[src/rtl/gigex_cmd_rx.sv]
// GigEx Rx byte channel to 32-bit command word stream, buffered in an FWFT word FIFO.
// Optional partial-word idle timeout: define GIGEX_CMD_RX_TIMEOUT_EN.
module gigex_cmd_rx #(
  parameter int unsigned CHANNEL        = 0,
  parameter int unsigned CMD_LEN        = 32,
  parameter int unsigned FIFO_DEPTH     = 16,
  parameter int unsigned CNT_WIDTH      = 16,
  parameter int unsigned TIMEOUT_CYCLES = 1024
) (
  input  logic                 clk,
  input  logic                 rst,
  input  logic [7:0]           q,
  input  logic                 n_rx,
  input  logic [2:0]           rc,
  output logic [7:0]           n_rf,
  output logic [CMD_LEN-1:0]   cmd_data,
  output logic                 cmd_valid,
  input  logic                 cmd_ready,
  output logic [CNT_WIDTH-1:0] overflow_cnt,
  output logic [CNT_WIDTH-1:0] frame_err_cnt
);

  localparam int unsigned Bytes = CMD_LEN / 8;
  localparam int unsigned BcntW = (Bytes > 1) ? $clog2(Bytes) : 1;
  localparam int unsigned PtrW  = $clog2(FIFO_DEPTH);
  localparam int unsigned OccW  = PtrW + 1;

  if (TIMEOUT_CYCLES == 0 || FIFO_DEPTH < 4 || CMD_LEN % 8 != 0 || CHANNEL > 7) begin : g_bad_cfg
    $error("gigex_cmd_rx: illegal parameter combination");
  end

  logic [BcntW-1:0]     bcnt_q, bcnt_d, bcnt_eff;
  logic [CMD_LEN-1:0]   asm_q, asm_d, word;
  logic [CMD_LEN-1:0]   mem_q [FIFO_DEPTH];
  logic [PtrW-1:0]      wr_ptr_q, rd_ptr_q;
  logic [OccW-1:0]      occ_q, occ_d;
  logic [CNT_WIDTH-1:0] ovf_q, ovf_d, ferr_q, ferr_d;
  logic [7:0]           n_rf_q, n_rf_d;
  logic                 accept, stray, expire, complete, push, pop, full, ferr_inc;

  assign accept    = !n_rx && (rc == 3'(CHANNEL));
  assign stray     = !n_rx && (rc != 3'(CHANNEL));
  assign full      = (occ_q == OccW'(FIFO_DEPTH));
  assign cmd_valid = (occ_q != '0);
  assign pop       = cmd_valid && cmd_ready;
  assign word      = (asm_q << 8) | CMD_LEN'(q);

`ifdef GIGEX_CMD_RX_TIMEOUT_EN
  localparam int unsigned IdleW = $clog2(TIMEOUT_CYCLES + 1);
  logic [IdleW-1:0] idle_q, idle_d;

  // Expiry edge: TIMEOUT_CYCLES edges since the last accepted byte of a partial word.
  assign expire = (bcnt_q != '0) && (idle_q == IdleW'(TIMEOUT_CYCLES - 1));

  always_comb begin
    idle_d = idle_q + IdleW'(1);
    if (accept || expire || bcnt_q == '0) idle_d = '0;
  end

  always_ff @(posedge clk or negedge rst) begin
    if (!rst) idle_q <= '0;
    else      idle_q <= idle_d;
  end
`else
  assign expire = 1'b0;
`endif

  // An expiring partial word is gone before this edge's byte is considered.
  assign bcnt_eff = expire ? '0 : bcnt_q;
  assign complete = accept && (bcnt_eff == BcntW'(Bytes - 1));
  assign push     = complete && (!full || pop);

  always_comb begin
    bcnt_d   = bcnt_eff;
    asm_d    = asm_q;
    ovf_d    = ovf_q;
    ferr_d   = ferr_q;
    ferr_inc = expire;
    if (accept) begin
      asm_d  = word;
      bcnt_d = complete ? '0 : bcnt_eff + BcntW'(1);
    end else if (stray && bcnt_eff != '0) begin
      bcnt_d   = '0;
      ferr_inc = 1'b1;
    end
    if (ferr_inc && ferr_q != '1) ferr_d = ferr_q + CNT_WIDTH'(1);
    if (complete && !push && ovf_q != '1) ovf_d = ovf_q + CNT_WIDTH'(1);

    occ_d = occ_q + OccW'(push) - OccW'(pop);
    // One spare slot absorbs the bytes GigEx may still send after the flag falls.
    n_rf_d          = '0;
    n_rf_d[CHANNEL] = (occ_d < OccW'(FIFO_DEPTH - 1));
  end

  always_ff @(posedge clk or negedge rst) begin
    if (!rst) begin
      bcnt_q   <= '0;
      asm_q    <= '0;
      wr_ptr_q <= '0;
      rd_ptr_q <= '0;
      occ_q    <= '0;
      ovf_q    <= '0;
      ferr_q   <= '0;
      n_rf_q   <= '0;
    end else begin
      bcnt_q <= bcnt_d;
      asm_q  <= asm_d;
      occ_q  <= occ_d;
      ovf_q  <= ovf_d;
      ferr_q <= ferr_d;
      n_rf_q <= n_rf_d;
      if (push) wr_ptr_q <= wr_ptr_q + PtrW'(1);
      if (pop)  rd_ptr_q <= rd_ptr_q + PtrW'(1);
    end
  end

  always_ff @(posedge clk) begin
    if (push) mem_q[wr_ptr_q] <= word;
  end

  assign cmd_data      = cmd_valid ? mem_q[rd_ptr_q] : '0;
  assign n_rf          = n_rf_q;
  assign overflow_cnt  = ovf_q;
  assign frame_err_cnt = ferr_q;

endmodule

[config.mk]
export PLATFORM = sky130hd
export DESIGN_NAME = gigex_cmd_rx
export DESIGN_NICKNAME = d
export VERILOG_FILES = /design/src/rtl/gigex_cmd_rx.sv
export SDC_FILE = /design/constraint.sdc
export NUM_CORES = 1
export LEC_CHECK = 0
export ABC_AREA = 1
export BUFFER_PORTS_ARGS = -buffer_cell sky130_fd_sc_hd__buf_2
export CELL_PAD_IN_SITES_DETAIL_PLACEMENT = 0
export CELL_PAD_IN_SITES_GLOBAL_PLACEMENT = 1
export CORE_MARGIN = 2
export CORE_UTILIZATION = 50
export DETAILED_ROUTE_END_ITERATION = 8
export GPL_TIMING_DRIVEN = 0
export MAX_ROUTING_LAYER = met4
export PLACE_DENSITY = 0.75
export SYNTH_ARGS = -nofsm -noshare
export SYNTH_HDL_FRONTEND = slang
export SYNTH_SLANG_ARGS = --single-unit
[constraint.sdc]
create_clock -name clk -period 3.3 [get_ports clk]
set_clock_uncertainty 0.15 [all_clocks]
set_input_delay 0.66 -clock clk [delete_from_list [all_inputs] [get_ports clk]]
set_output_delay 0.66 -clock clk [all_outputs]
set_load 0.01 [all_outputs]
==> results.cfg, run 1 <==
[sta]
rsz0062_at_grt = yes
setup_slack_ns = 0.00395
worstMarginPinSlew_ns = 0.957
relSlewSlack_pct = 36.0
timing.final.crit_share_pct = 99.9
setup_violations = 0
slew_viol_final = 0
hold_violations = 0
fmax_mhz = 303
layout_min_cycle_time_ns = 3.30

[yosys]
syn_avg_cell_area_um2 = 11.2
syn_area_um2 = 24300
ys_seq_area_share_pct = 70.6
yosysTopAreaCellShare_pct = 63.2
ys_seq_elements = 584
synth.largest_area_cell = edfxtp_1
synthTopCellsByArea = edfxtp_1 (63%), nand2_1 (13%), nand3_1 (8.3%), dfrtp_1 (7.4%), buf_4 (1.1%)
synthCells = 2178
synth_cell_type_count = 30
yosysWarnings = 0

[critical_path]
crit_path_end_kind = output port
path_class = flip-flop to output port
critPathRequiredTime_ns = 2.49
cp.arrival_ns = 2.49
crit_chain = clkbuf_1 > clkbuf_2 > nand2_1 > a21oi_2 > buf_2
crit_path_max_fanout = 10
critical_path.max_stage_delay_ns = 0.56
critPathSlowestCell = clkbuf_2
startpoint_type = flip-flop
ff2ff_setup_slack_ns = 0.33

[die]
rows = 80
die_w_um = 225
die_y_um = 225
core_um2 = 47800
initial_core_util_pct = 50.9
die_area_um2 = 50400
io_pins = 88

[route]
drtIter0Drc = 1837
routed_wl_um = 69600
vias = 16800
route.detailed.drc = 0
postRouteAntennaNets = 0
drt-vias-per-instance = 5.60
wl_met1_um = 28400
routedWlPerCell_um = 23.1
wl_met3_um = 6390
first_pass_iters = 5
highest_layer = met4
met2WireLength_um = 33400

[place]
portBuffers = 80
gp_congestion = 0.822
dp.final_hpwl_um = 44500
dp_slack_ns = -0.369

[run_status]
status = complete, no violations

[clock_network]
cts-root-buf = clkbuf_16
clkLatencyLatePin_ns = 0.61
cts_buffers = 59
clock_sinks = 584
path_clk_slew_ns = 0.06
cts_buffer_depth = 3
cts_tree = built
htreeDepth = 2

[power_and_ir_drop]
p_leak_nw = 11.1
powerDensity_nw_per_um2 = 861
ir_drop_uv = 547

[final_layout]
fillers = 3895
drive_above_1_share_pct = 14.9
final_nets = 2375
multi_input_comb_area_um2 = 6490
area_growth_pct = 16.6
postLayoutCoreUtil_pct = 59.3
seqCellArea_um2 = 17200

[grt]
antenna_found_initial = 0
grt_pass1_wl_um = 102000
groute.usage.overall_pct = 28.9
gr-total-overflow = 0
grt_pass1_vias = 16100
grt_max_degree = 64

[job]
drv_cap = 0

[hold_path]
hold_class = input port to asynchronous set/reset pin
metal layers:
metal  vias to the layer above  track usage, %
li1                       7791               -
met1                      8217            38.6
met2                       729            46.1
met3                        97            5.43
met4                         0            7.35
met5                         -               -
Yosys cell counts:
cell / number
a21oi_1: 34
buf_1: 16
buf_2: 35
buf_4: 37
buf_6: 4
clkbuf_1: 32
clkinv_1: 1
clkinv_2: 1
conb_1: 1
dfrtp_1: 72
edfxtp_1: 512
fa_1: 1
ha_1: 15
inv_1: 44
inv_2: 4
nand2_1: 851
nand2_2: 1
nand2_4: 1
nand3_1: 403
nand3_2: 3
nand3_4: 1
nand4_1: 7
nor2_1: 43
nor2_2: 3
nor3_1: 5
nor3_4: 1
o21ai_0: 19
or2_2: 1
xnor2_1: 15
xor2_1: 15
placed cells by master, fill, tap and decap left out, types with 7 or more instances in the layout:
cell,count
dfrtp_1,71
edfxtp_1,512
xor2_1,15
nor2_4,16
buf_4,30
buf_6,23
a21oi_1,20
xnor2_1,15
inv_1,43
clkbuf_4,23
buf_2,102
ha_1,15
nor2_1,27
o21ai_0,19
nand3_1,402
clkinv_2,14
conb_1,7
clkbuf_1,22
clkbuf_8,8
nand2_1,851
a21oi_2,14
buf_12,15
nand4_1,7
clkbuf_2,16
clkbuf_16,61
bufinv_16,7
layout make-up:
| cell class | count | area share, % |
|---|---|---|
| timing repair buffer | 99 | 2.86 |
| sequential | 584 | 60.5 |
| tap | 615 | 2.71 |
| multi-input combinational | 1426 | 22.9 |
| buffer | 124 | 3.30 |
| clock inverter | 23 | 1.03 |
| antenna | 1 | 0.00882 |
| clock buffer | 86 | 5.99 |
| inverter | 50 | 0.684 |
logic make-up after synthesis:
group / after synthesis / share of synthesized area [%]
buffers and inverters: 174 / 3.56
AND/OR/NAND/NOR: 1320 / 22.8
AO/OA/AOI/OAI: 53 / 1.09
XOR/XNOR: 30 / 1.08
other: 1 / 0.0154
adder cells (fa/ha/maj): 16 / 0.854
flip-flops: 584 / 70.6
registers in the layout, summed over array words and instances (netlist names):
register / flops
asm_q: 24
rd_ptr_q: 4
occ_q: 5
bcnt_eff: 2
n_rf: 1
frame_err_cnt: 16
mem_q: 512
wr_ptr_q: 4
overflow_cnt: 16
worst paths after layout:
kind,to,from,cells after the start
setup / recovery,cmd_data[25],rd_ptr_q[3]$_DFFE_PN0P_,5
hold / removal,frame_err_cnt[9]$_DFFE_PN0P_,rst,2
setup reg to reg,n_rf[0]$_DFF_PN0_,occ_q[2]$_DFF_PN0_,14
hold reg to reg,overflow_cnt[15]$_DFFE_PN0P_,overflow_cnt[15]$_DFFE_PN0P_,2
max in group asynchronous,rd_ptr_q[1]$_DFFE_PN0P_,rst,3
min in group clk,asm_q[1]$_DFFE_PN0P_,q[1],3
per-stage QoR:
stage	TNS, ns	area [um2]	total power [mW]	std cells	hold WS, ns
after floorplan	-37.04	24400	13.8	2184	0.214
after global placement	-1183.86	25500	17.0	2879	0.346
after detailed placement	-64.78	26000	17.2	2896	0.354
after CTS	0	28200	24.2	3007	0.245
after global routing	-0.299	28400	25.6	3007	0.278
final	0	28400	24.4	3008	0.274
worst max-delay path: cells and delay by family (launching register included):
kind,cells,cell delay [ns]
flops,1,0.32
compound gates,1,0.21
buf+inv,3,1.15
simple gates,1,0.19
where the power goes:
group	internal [mW]	total [mW]	leakage, nW	switching, mW
registers	8.50	8.98	5.59	0.482
logic	2.78	8.58	4.57	5.80
clock network	4.10	6.88	0.979	2.78
total	15.4	24.4	11.1	9.06
timing repair:
action / 4_1_cts / 5_1_grt
pin swaps: 0 / 5
endpoints found under the setup margin: 32 / 28
hold buffers: 1 / 0
hold endpoints to repair: 9 / 0
resized for setup: 76 / 60
buffers inserted: 1 / 0
Note: power is estimated with default switching activity, not from simulation.
==> inputs of run 2 (changes only) <==
--- a/constraint.sdc
+++ b/constraint.sdc
@@ -3,3 +3,3 @@
 set_input_delay 0.66 -clock clk [delete_from_list [all_inputs] [get_ports clk]]
 set_output_delay 0.66 -clock clk [all_outputs]
-set_load 0.01 [all_outputs]
+set_load 0.02 [all_outputs]
==> run 2 against run 1 <==
Net effect:
- clock power about the same
- sequential power about the same
- worst hold slack better by 0.0010 ns
- via count up 0.52%
==> results.cfg, run 2 (synthesized netlist as in run 1, its figures left out) <==
[run_status]
status = complete, no violations

[grt]
groute.usage.overall_pct = 28.9
gr-total-overflow = 0
grt_pass1_wl_um = 102000
grt_max_degree = 64
grt_pass1_vias = 16100
antenna_found_initial = 0

[clock_network]
cts_buffer_depth = 3
cts_tree = built
clkLatencyLatePin_ns = 0.62
htreeDepth = 2
clock_sinks = 584
cts-root-buf = clkbuf_16
cts_buffers = 59
path_clk_slew_ns = 0.06

[route]
routed_wl_um = 70200
drt-vias-per-instance = 5.62
postRouteAntennaNets = 0
route.detailed.drc = 0
first_pass_iters = 6
drtIter0Drc = 1798
vias = 16900
routedWlPerCell_um = 23.3

[place]
gp_congestion = 0.822
dp.final_hpwl_um = 44500
portBuffers = 80

[sta]
fmax_mhz = 309
setup_violations = 0
worstMarginPinSlew_ns = 0.968
relSlewSlack_pct = 35.3
rsz0062_at_grt = yes
finalSetupTns_ns = 0
hold_violations = 0
slew_viol_final = 0
timing.final.crit_share_pct = 98.1
layout_min_cycle_time_ns = 3.24
hold_ws_ns = 0.275

[power_and_ir_drop]
ir_drop_uv = 660
p_leak_nw = 11.2
finalPower_mw = 25.3
powerDensity_nw_per_um2 = 885

[critical_path]
crit_chain = buf_4 > inv_8 > clkbuf_16 > buf_8 > nand2_1 > nand3_1 > nand3_1 > nand2_1 > nand2_1 > a21oi_2 > buf_6
cp.arrival_ns = 2.43
path_class = flip-flop to output port
critPathRequiredTime_ns = 2.49
crit_path_max_fanout = 10
crit_path_end_kind = output port
startpoint_type = flip-flop
critPathSlowestCell = dfrtp_1
critical-path-top-delay-family = buffers and inverters
crit_top_cell = nand2_1
crit_buf_inv = 5
critical_path.max_stage_delay_ns = 0.39

[final_layout]
mostFrequentLayoutCells = nand2_1 (851), edfxtp_1 (512), nand3_1 (401)
final_nets = 2377
area_growth_pct = 17.7
reg_top3 = mem_q: 512 flops, asm_q: 24 flops
fillers = 3857
largest_register = mem_q
drive_above_1_share_pct = 15.2
largest_register_ffs = 512
final_common_cell = nand2_1

[die]
die_y_um = 225
io_pins = 88
core_um2 = 47800
initial_core_util_pct = 50.9
die_area_um2 = 50400
die_w_um = 225
rows = 80

[job]
drv_cap = 0

[hold_path]
hold_class = input port to asynchronous set/reset pin
-- run 2: cell types whose count changed in the layout (fill, tap and decap cells not counted), moves of 4 or more --
cell | previous run | this run
a21oi_1 | 20 | 15
a21oi_2 | 14 | 18
buf_2 | 102 | 74
buf_4 | 30 | 49
buf_6 | 23 | 28
buf_8 | 2 | 9
clkbuf_2 | 16 | 12
-- run 2: report_power, final --
part / leakage [nW] / total [mW] / switching (mW) / internal, mW
Clock: 0.979 / 6.89 / 2.79 / 4.10
Sequential: 5.59 / 9.00 / 0.503 / 8.50
Combinational: 4.66 / 9.45 / 6.26 / 3.19
Total: 11.2 / 25.3 / 9.55 / 15.8
-- run 2: through the flow --
| step | cell area [um2] | worst slack (ns) | cells | utilization, % |
|---|---|---|---|---|
| detailed placement | 26000 | -0.369 | 2896 | 54.4 |
| global route | 28600 | -0.0120 | 3009 | 59.9 |
| global placement | 25500 | -2.59 | 2879 | 53.3 |
| CTS | 28300 | -0.0108 | 3008 | 59.0 |
| finish | 28600 | 0.0633 | 3010 | 59.9 |
| floorplan | 24400 | -0.0724 | 2184 | - |
-- run 2: repair_timing --
item / 4_1_cts / 5_1_grt
buffers inserted: 2 / 0
pin swaps: 0 / 8
cloned: 0 / 2
endpoints found under the setup margin: 32 / 29
endpoints found under the hold margin: 9 / 0
resized for setup: 95 / 110
hold buffers: 1 / 0
-- run 2: layout make-up --
cell class,instances,area [um2],area share [%]
Sequential cell,584,17200,60.0
Multi-Input combinational cell,1426,6520,22.8
Clock buffer,86,1700,5.94
Buffer,123,1040,3.63
Timing Repair Buffer,102,938,3.28
Tap cell,615,769,2.69
Clock inverter,23,293,1.02
Inverter,50,200,0.699
Antenna cell,1,2.50,0.00874
-- run 2: per-layer routing --
layer	GRT usage (%)	part of all wire, %
met5	-	0
met4	7.37	1.9
met3	5.55	9.1
met2	46.2	48
met1	38.5	41
-- run 2: path summary, 6_finish.rpt --
path	slack (ns)	startpoint	to	cells past startpoint
max in group asynchronous	2.12	rst	rd_ptr_q[1]$_DFFE_PN0P_	3
worst min register to register	0.36	overflow_cnt[15]$_DFFE_PN0P_	overflow_cnt[15]$_DFFE_PN0P_	2
min in group clk	0.28	q[1]	asm_q[1]$_DFFE_PN0P_	3
worst max-delay path	0.06	rd_ptr_q[0]$_DFFE_PN0P_	cmd_data[22]	11
worst max register to register	0.32	occ_q[2]$_DFF_PN0_	n_rf[0]$_DFF_PN0_	14
worst min-delay path	0.28	rst	frame_err_cnt[9]$_DFFE_PN0P_	2
==> inputs of run 3 (changes only) <==
GPL_TIMING_DRIVEN = not set   (was 0)
==> run 3 against run 2 <==
Net effect:
- via count down 2.9%
- global-route usage is 3.8 points lower
- fmax is 0.21% lower
- critical path depth decreased by 1
- routed wire length decreased by 10%
- first-iteration DRC count down 34%
- cell area increased by 0.73%
- sequential share of layout area fell by 0.41 points
- critical path type unchanged
- critical endpoint is now cmd_data[28]
- largest cell class unchanged
==> results.cfg, run 3 (synthesized netlist as in run 1, its figures left out) <==
[final_layout]
final_nets = 2342
reg_top3 = mem_q: 512 flops, asm_q: 24 flops
largest_register = mem_q
final_common_cell = nand2_1
postLayoutCoreUtil_pct = 60.3
diodes = 0
area_growth_pct = 18.6
mostFrequentLayoutCells = nand2_1 (850), edfxtp_1 (512), nand3_1 (403)
drive_above_1_share_pct = 14.6
largest_register_ffs = 512

[route]
drt-vias-per-instance = 5.52
route.detailed.drc = 0
postRouteAntennaNets = 0
routed_wl_um = 63000
first_pass_iters = 5
vias = 16400
drtIter0Drc = 1184
routedWlPerCell_um = 21.2

[power_and_ir_drop]
powerDensity_nw_per_um2 = 878
finalPower_mw = 25.3
seqPwrFrac_pct = 35.6
p_sw_mw = 9.04
clkPwrFrac_pct = 27.9
pwr-share-comb_pct = 36.5
ir_drop_uv = 482
sw_frac_of_total_pct = 35.7
p_leak_nw = 11.3
p_int_mw = 16.3

[die]
die_w_um = 225
core_um2 = 47800
io_pins = 88
die_area_um2 = 50400
rows = 80
initial_core_util_pct = 50.9
die_y_um = 225

[sta]
timing.final.crit_share_pct = 98.3
worstMarginPinSlew_ns = 0.754
rsz0062_at_grt = yes
setup_violations = 0
relSlewSlack_pct = 49.7
slew_viol_final = 0
fmax_mhz = 308
layout_min_cycle_time_ns = 3.24
hold_violations = 0
setup_slack_ns = 0.0565

[clock_network]
cts_tree = built
path_clk_slew_ns = 0.06
cts_buffers = 60
clkLatencyLatePin_ns = 0.62
clock_sinks = 584
cts_buffer_depth = 3
htreeDepth = 2
cts-root-buf = clkbuf_16

[grt]
antenna_found_initial = 0
grt_busiest_layer = met2
grt_pass1_wl_um = 92600
grt_pass1_vias = 15600
grt.met3_usage_pct = 3.80
groute.usage.overall_pct = 25.1
grtUsageMet2_pct = 40.9
grt_max_degree = 82
gr-total-overflow = 0
grt_use_met1_pct = 33.8

[critical_path]
cp.arrival_ns = 2.43
path_class = flip-flop to output port
crit_path_max_fanout = 15
critPathRequiredTime_ns = 2.49
startpoint_type = flip-flop
ff2ff_setup_slack_ns = 0.52
crit_path_end_kind = output port

[run_status]
status = complete, no violations

[place]
dp.final_hpwl_um = 33700
gp_congestion = 0.800
dp_slack_ns = 0.310
portBuffers = 80

[hold_path]
hold_class = input port to flip-flop

[job]
drv_cap = 0
run 3: cell types whose count changed in the layout (fill, tap and decap cells not counted), sizes merged:
| cell | delta |
|---|---|
| buf | -9 |
| clkbuf | -28 |
| clkinv | -1 |
| clkinvlp | +3 |
| diode | -1 |
| inv | +4 |
run 3: layer usage:
metal / vias to the layer above / wire length [um]
met4: 0 / 1100
met1: 8122 / 27600
met2: 501 / 30800
li1: 7731 / -
met5: - / 0
met3: 83 / 3540
run 3: what timing repair did:
action	in CTS	in global routing
hold buffers	1	0
resized for setup	19	62
gates cloned	2	17
endpoints found under the setup margin	31	29
pin swaps	0	8
buffers inserted	4	9
hold endpoints to repair	42	0
run 3: area by class of cell:
class | instances | area (um2)
fillers | 3826 | 19000
flip-flops and latches | 584 | 17200
multi-input cells | 1426 | 6520
repair buffers | 188 | 2080
clock buffers | 86 | 1740
well taps | 615 | 769
clock inverters | 28 | 340
inverters | 50 | 208
repair inverters | 1 | 8.76
run 3: stage by stage:
stage          cell area, um2  hold WS (ns)  cells  TNS (ns)
4_1_cts                 28200         0.173   2952         0
5_1_grt                 28900         0.203   2978    -0.107
2_1_floorplan           24400         0.214   2184    -37.04
3_5_place_dp            25900         0.370   2831         0
3_3_place_gp            25900         0.357   2831         0
6_report                28900         0.199   2978         0
run 3: worst max-delay path: stages (launching register included):
cell     delay (ns)
dfrtp_4        0.59
inv_12         0.14
buf_16         0.17
buf_16         0.16
nand2_1        0.07
nand3_1        0.08
nand3_1        0.08
nand2_1        0.07
nand2_1        0.06
a21oi_2        0.22
buf_6          0.15
run 3: final timing paths:
path	cells past startpoint	to	startpoint
min in group asynchronous	2	bcnt_eff[1]$_DFFE_PN0P_	rst
hold reg to reg	2	frame_err_cnt[15]$_DFFE_PN0P_	frame_err_cnt[15]$_DFFE_PN0P_
hold / removal	3	rd_ptr_q[0]$_DFFE_PN0P_	cmd_ready
setup reg to reg	14	n_rf[0]$_DFF_PN0_	occ_q[2]$_DFF_PN0_
setup / recovery	10	cmd_data[28]	rd_ptr_q[0]$_DFFE_PN0P_
max in group asynchronous	3	asm_q[10]$_DFFE_PN0P_	rst
run 3: power groups by stage:
stage	Clock (mW)	Combinational (mW)	Sequential [mW]
global route	7.45	10.0	9.06
floorplan	0	5.26	8.94
detailed placement	0	7.69	9.16
global placement	0	7.63	9.14
CTS	7.14	8.08	9.00
finish	7.06	9.25	9.01
